--- src/rtl/sync_ff_filt.sv ---
// Multi-channel level synchroniser with per-channel debounce and registered rise/fall strobes.
// Latency: din change to dout/rise/fall is STAGES+FILTER_CNT clk_rx edges; no backpressure.
module sync_ff_filt #(
  parameter int               WIDTH      = 4,
  parameter int               STAGES     = 2,
  parameter int               FILTER_CNT = 3,
  parameter logic [WIDTH-1:0] RST_VAL    = {WIDTH{1'b0}}
) (
  input  logic             clk_rx,
  input  logic             rst_n,
  input  logic [WIDTH-1:0] din,
  output logic [WIDTH-1:0] dout,
  output logic [WIDTH-1:0] rise,
  output logic [WIDTH-1:0] fall,
  output logic             any_edge
);

  localparam int            CW      = $clog2(FILTER_CNT + 1);
  localparam logic [CW-1:0] CNT_MAX = CW'(FILTER_CNT - 1);

  if (WIDTH < 1) begin : g_bad_width
    $error("sync_ff_filt: WIDTH must be >= 1");
  end
  if (STAGES < 2) begin : g_bad_stages
    $error("sync_ff_filt: STAGES must be >= 2");
  end
  if (FILTER_CNT < 1) begin : g_bad_filter
    $error("sync_ff_filt: FILTER_CNT must be >= 1");
  end

  // Metastability chain: pure flop-to-flop, no logic between stages.
  (* ASYNC_REG = "TRUE" *) logic [STAGES-1:0] r_sync [WIDTH];

  logic [CW-1:0]    r_cnt [WIDTH];
  logic [WIDTH-1:0] r_dout;
  logic [WIDTH-1:0] r_rise;
  logic [WIDTH-1:0] r_fall;
  logic [WIDTH-1:0] w_ds;

  always_comb begin
    w_ds = '0;
    for (int i = 0; i < WIDTH; i++) begin
      w_ds[i] = r_sync[i][STAGES-1];
    end
  end

  always_ff @(posedge clk_rx or negedge rst_n) begin
    if (!rst_n) begin
      for (int i = 0; i < WIDTH; i++) begin
        r_sync[i] <= {STAGES{RST_VAL[i]}};
        r_cnt[i]  <= '0;
      end
      r_dout <= RST_VAL;
      r_rise <= '0;
      r_fall <= '0;
    end else begin
      for (int i = 0; i < WIDTH; i++) begin
        r_sync[i] <= {r_sync[i][STAGES-2:0], din[i]};
        r_rise[i] <= 1'b0;
        r_fall[i] <= 1'b0;
        // Any return to the current level wipes the run; glitches earn no partial credit.
        if (w_ds[i] == r_dout[i]) begin
          r_cnt[i] <= '0;
        end else if (r_cnt[i] == CNT_MAX) begin
          r_dout[i] <= w_ds[i];
          r_cnt[i]  <= '0;
          r_rise[i] <= w_ds[i];
          r_fall[i] <= ~w_ds[i];
        end else begin
          r_cnt[i] <= r_cnt[i] + CW'(1);
        end
      end
    end
  end

  assign dout     = r_dout;
  assign rise     = r_rise;
  assign fall     = r_fall;
  assign any_edge = |(r_rise | r_fall);

endmodule

--- config.mk ---
export PLATFORM = sky130hd
export DESIGN_NAME = sync_ff_filt
export DESIGN_NICKNAME = d
export VERILOG_FILES = /design/src/rtl/sync_ff_filt.sv
export SDC_FILE = /design/constraint.sdc
export NUM_CORES = 1
export LEC_CHECK = 0
export ABC_AREA = 1
export ABC_CLOCK_PERIOD_IN_PS = 800
export CORE_MARGIN = 8
export CORE_UTILIZATION = 30
export CTS_CLUSTER_SIZE = 12
export DETAILED_ROUTE_END_ITERATION = 16
export SYNTH_ARGS = -nofsm -noshare
export SYNTH_HDL_FRONTEND = slang
export SYNTH_SLANG_ARGS = --single-unit
--- constraint.sdc ---
create_clock -name clk_rx -period 0.8 [get_ports clk_rx]
set_clock_uncertainty 0.15 [all_clocks]
set_input_delay 0.12 -clock clk_rx [delete_from_list [all_inputs] [get_ports clk_rx]]
set_output_delay 0.12 -clock clk_rx [all_outputs]
set_load 0.02 [all_outputs]
==> flow_metrics.env <==
export IMPL_run_status="finished with violations"
export IMPL_post_drt_wl_per_cell_um=10.2
export IMPL_critPathRequiredTime_ns=0.53
export IMPL_rsz0062_at_grt="true"
export IMPL_fin_hold_ws_ns=-0.0104
export IMPL_grt_max_degree=29
export IMPL_io_buffers=18
export IMPL_final_util_pct=49.0
export IMPL_cts_clk_slew_worst_paths_ns=0.14
export IMPL_combPwrFrac_pct=45.1
export IMPL_end_kind="output pin"
export IMPL_num_rows=21
export IMPL_setup_viol=33
export IMPL_grt_pass1_wl_mm=2.83
export IMPL_htreeDepth=1
export IMPL_grt_pass1_vias=707
export IMPL_yosysWarnings=0
export IMPL_synthesis_nets=109
export IMPL_syn_avg_cell_area_um2=9.88
export IMPL_violations="negative hold slack, negative setup slack"
export IMPL_place_ws_ns=-0.666
export IMPL_ys_types=7
export IMPL_cts_buffers=3
export IMPL_ys_seq_area_share_pct=68.9
export IMPL_synth_seq_cells=28
export IMPL_initial_core_util_pct=31.0
export IMPL_cp_slowest_cell="dfrtp_1"
export IMPL_cts_root_buf="clkbuf_4"
export IMPL_gr_total_overflow=0
export IMPL_cap_violations=0
export IMPL_via_per_inst=3.99
export IMPL_fp_dieH_um=74.2
export IMPL_fmaxAchievable_mhz=713
export IMPL_ir_worst_vdd_uv=1750
export IMPL_place_congestion=0.814
export IMPL_cp_top_family="flip-flops"
export IMPL_slew_viol_final=0
export IMPL_dp_hpwl_mm=1.22
export IMPL_drtAntennaViolNets=0
export IMPL_diodes=0
export IMPL_worst_pin_slew_ns=0.151
export IMPL_min_period_over_period_pct=175
export IMPL_die_area_um2=5510
export IMPL_grt_antenna_before_repair=0
export IMPL_period_minus_slack_ns=1.40
export IMPL_cts_tree="built"
export IMPL_drt_iter0_drc=32
export IMPL_power_density_nw_per_um2=2980
export IMPL_critPathKind="reg -> out"
export IMPL_crit_fanout=2
export IMPL_final_common_cell="buf_6"
export IMPL_worst_path_buf_inv=2
export IMPL_total_power_uw=4800
export IMPL_swShare_pct=37.2
export IMPL_arrival_ns=1.13
export IMPL_hp_class="in -> async"
export IMPL_r2r_setup_slack_ns=-0.21
export IMPL_slowest_delay_ns=0.41
export IMPL_dr_pass1_iters=3
export IMPL_die_width_um=74.2
export IMPL_cts_sinks=28
export IMPL_syn_instance_count=103
export IMPL_dr_total_vias=739
export IMPL_drc=0
export IMPL_mostFrequentLayoutCells="buf_6, dfrtp_1, nand2_1"
export IMPL_setup_slack_ns=-0.603
export IMPL_ios=19
export IMPL_post_route_cells_drive_above_1_share_pct=61.2
export IMPL_clkLatencyLatePin_ns=0.31
export IMPL_switchingPower_uw=1790
export IMPL_cp_start_kind="flip-flop"
export IMPL_syn_area_um2=1020
export IMPL_hold_viol_final=28
export IMPL_clockPowerShare_pct=13.7
export IMPL_clockBufferDepth=2
export IMPL_coreArea_um2=3280
export IMPL_worstPathCellList="inv_1 -> nand2_1 -> nor2_2 -> nand2_2 -> buf_6"
export IMPL_wl_mm=1.88
export IMPL_nets=146
export IMPL_grtUsageTotal_pct=6.53
export IMPL_relSlewSlack_pct=90.0
export IMPL_p_int_uw=3010
export IMPL_areaGrowthSynthToFinish_pct=58.2
export IMPL_p_leak_uw=0.000788
export IMPL_p_seq_share_pct=41.1
## cell type report
class                      count  area (um2)
clock buffer                   4        36.3
fill                         306        1680
inverter                      24         100
multi-input combinational     51         365
sequential                    28         712
tap                           46        57.6
timing repair buffer          32         338
## worst paths after layout
check	from	to	cells after the start
max in group asynchronous	rst_n	dout[3]	2
min in group clk_rx	din[1]	r_sync[4]	1
max	fall[3]	any_edge	5
max reg2reg	dout[1]	r_cnt[5]	4
min reg2reg	r_sync[0]	r_sync[1]	0
min	rst_n	dout[0]	2
## logic make-up after synthesis
logic type             synth area share (%)
AO/OA/AOI/OAI                          5.90
buffers and inverters                  8.86
flip-flops                             68.9
AND/OR/NAND/NOR                        16.4
## flip-flops by register name, summed over array words and instances (netlist names)
register	count
fall	4
r_cnt	8
r_sync	8
rise	4
dout	4
## cells in the mapped netlist
cell type / count / area, um2
a21oi_1: 8 / 40.0
dfrtp_1: 28 / 701
inv_1: 24 / 90.1
nand2_1: 21 / 78.8
nand2_2: 8 / 50.1
nor2_1: 10 / 37.5
o21ai_1: 4 / 20.0
## layer usage
metal / wire length [um] / up-vias / global-route usage, % / part of all wire, %
met3: 88 / 2 / 2.02 / 4.7
met2: 1020 / 15 / 12.1 / 54
li1: - / 372 / - / -
met5: 0 / - / 0 / 0
met4: 12 / 0 / 1.30 / 0.64
met1: 758 / 350 / 7.09 / 40
## power by group through the flow
stage	sequential [uW]	combinational, uW	clock, uW
after floorplan	2120	645	0
after global routing	2010	2350	750
after detailed placement	1930	1500	0
after global placement	1920	1460	0
final	1970	2160	659
after CTS	1940	1810	685
## timing repair
| action | CTS | global route |
|---|---|---|
| buffers inserted | 1 | 7 |
| gates resized for setup | 102 | 33 |
| pin swaps | 9 | 11 |
| setup endpoints to repair | 33 | 33 |
| endpoints found under the hold margin | 28 | 28 |
## stage by stage
stage	instance area, um2	setup TNS [ns]	cells
6_report	1610	-8.56	185
5_1_grt	1610	-9.98	185
4_1_cts	1480	-8.73	181
3_5_place_dp	1350	-9.20	176
3_3_place_gp	1350	-8.78	176
2_1_floorplan	1030	-1.67	103
Power figures use the tool's default switching activity.
==> variant (config.mk and constraints unchanged) <==
`FILTER_CNT`: 3 -> 2.
--- a/src/rtl/sync_ff_filt.sv
+++ b/src/rtl/sync_ff_filt.sv
@@ -4,5 +4,5 @@
   parameter int               WIDTH      = 4,
   parameter int               STAGES     = 2,
-  parameter int               FILTER_CNT = 3,
+  parameter int               FILTER_CNT = 2,
   parameter logic [WIDTH-1:0] RST_VAL    = {WIDTH{1'b0}}
 ) (
Check against the original RTL: not equivalent (a bounded check fails within 10 cycles, from zero or initial values and one cycle with rst_n low).
==> variant against the unedited design <==
- the run still ends with negative hold slack, negative setup slack left
- sequential cell count unchanged
- total power increased by 10%
- setup slack improved by 0.0012 ns
- wire length decreased by 3.8%
- cell area decreased by 2.6%
- combinational power increased by 11%
- area after synthesis decreased by 2.5%
- worst hold slack got worse by 0.0066 ns
- largest cell class unchanged
==> variant: results (changes against the unedited design) <==
Detailed routing
  – Drt via density: 3.97 (-0.70%)
  – Avg WL per Cell: 10.1 µm (-0.55%)
  – Initial DRT Pass Iterations: 2 (-1)
  – Wl on met1: 698 µm (-7.9%)
  – Met2 WL: 984 µm (-3.8%)
  – Drt initial violations: 11 (-66%)

Global routing
  – GR Util All Layers: 7.21% (+0.68 points)
  – Met2 Usage GRT: 12.2% (+0.095 points)
  – First-pass GRT wire length: 2970 µm (+4.9%)
  – Met1 Track Usage GR: 7.23% (+0.14 points)

STA
  – Fin crit share: 175% (about the same)
  – Min Hold Slack: -0.0171 ns (-0.00663 ns)
  – Final number of hold-violating endpoints: 28 (unchanged)
  – Final setup fails: 33 (unchanged)
  – Final worst setup slack: -0.601 ns (+0.00120 ns)

Placed design
  – DPL Wire Length: 1250 µm (+3.0%)
  – DP Worst Slack: -0.673 ns (-0.00710 ns)
  – Post-DP Area: 0.00133 mm² (-1.1%)
  – GPL Wtd Cong: 0.722 (-11%)
  – Placed cells: 172 (-2.3%)

Clock tree
  – Clk pin slew, worst setup/hold paths: 0.14 ns (about the same)
  – H-tree levels: 1 (unchanged)
  – CTS resizes: 88 (-14%)

Finish
  – Clock-cell share: 3.35% (+1.1 points)
  – Nonclk buf count: 30 (-6.3%)
  – Multi-input gates: 47 (-7.8%)
  – Finished Layout Cells: 179 (-3.2%)
  – Layout non-clock buf frac: 19.6% (-1.4 points)
  – Multi-input combinational cell area: 338 µm² (-7.5%)
  – Fraction of layout cells with a size suffix above 1: 63.2% (+2.0 points)
  – Fillers: 318 (+3.9%)
  – Fraction of area in multi-input gates: 21.5% (-1.2 points)

Synth
  – Post-synthesis sequential area ratio: 70.6% (+1.7 points)
  – Synthesized netlist net count: 105 (-3.7%)
  – Synth top area cells: dfrtp_1, inv_1, nand2_1
  – Synth top cells by count: dfrtp_1, inv_1, nand2_1

Outcome
  – Violated checks: negative hold slack, negative setup slack
  – Status: finished, violations left

Power and ir drop
  – Leakage: 0.746 nW (-5.4%)
  – Int Power: 3.38 mW (+12%)
  – Worst IR Drop VDD: 1330 µV (-24%)

Critical path
  – Crit path max-delay cell type: dfrtp_2
  – Critical path's largest stage delay: 0.43 ns (+0.02 ns)
==> variant: worst paths after layout <==
check | from | endpoint | slack (ns)
setup / recovery | rise[0] | any_edge | -0.60
hold / removal | rst_n | r_cnt[1] | -0.02
setup reg to reg | dout[3] | r_cnt[1] | -0.21
hold reg to reg | r_sync[0] | r_sync[1] | 0.22
max in group asynchronous | rst_n | dout[1] | 0.35
min in group clk_rx | din[1] | r_sync[4] | 0.07
==> variant: power groups by stage <==
stage	sequential, mW	combinational [mW]	clock [mW]
floorplan	2.22	0.631	0
CTS	1.98	2.00	0.948
finish	1.99	2.39	0.905
detailed placement	1.95	1.78	0
global placement	1.94	1.74	0
global route	2.03	2.61	1.00
==> variant: cell families (layout without fill, tap and decap cells) <==
logic type	after synthesis	after routing	share of synthesized area, %
AND/OR/NAND/NOR	35	35	14.3
flip-flops	28	28	70.6
buffers and inverters	24	58	9.08
AO/OA/AOI/OAI	12	12	6.05
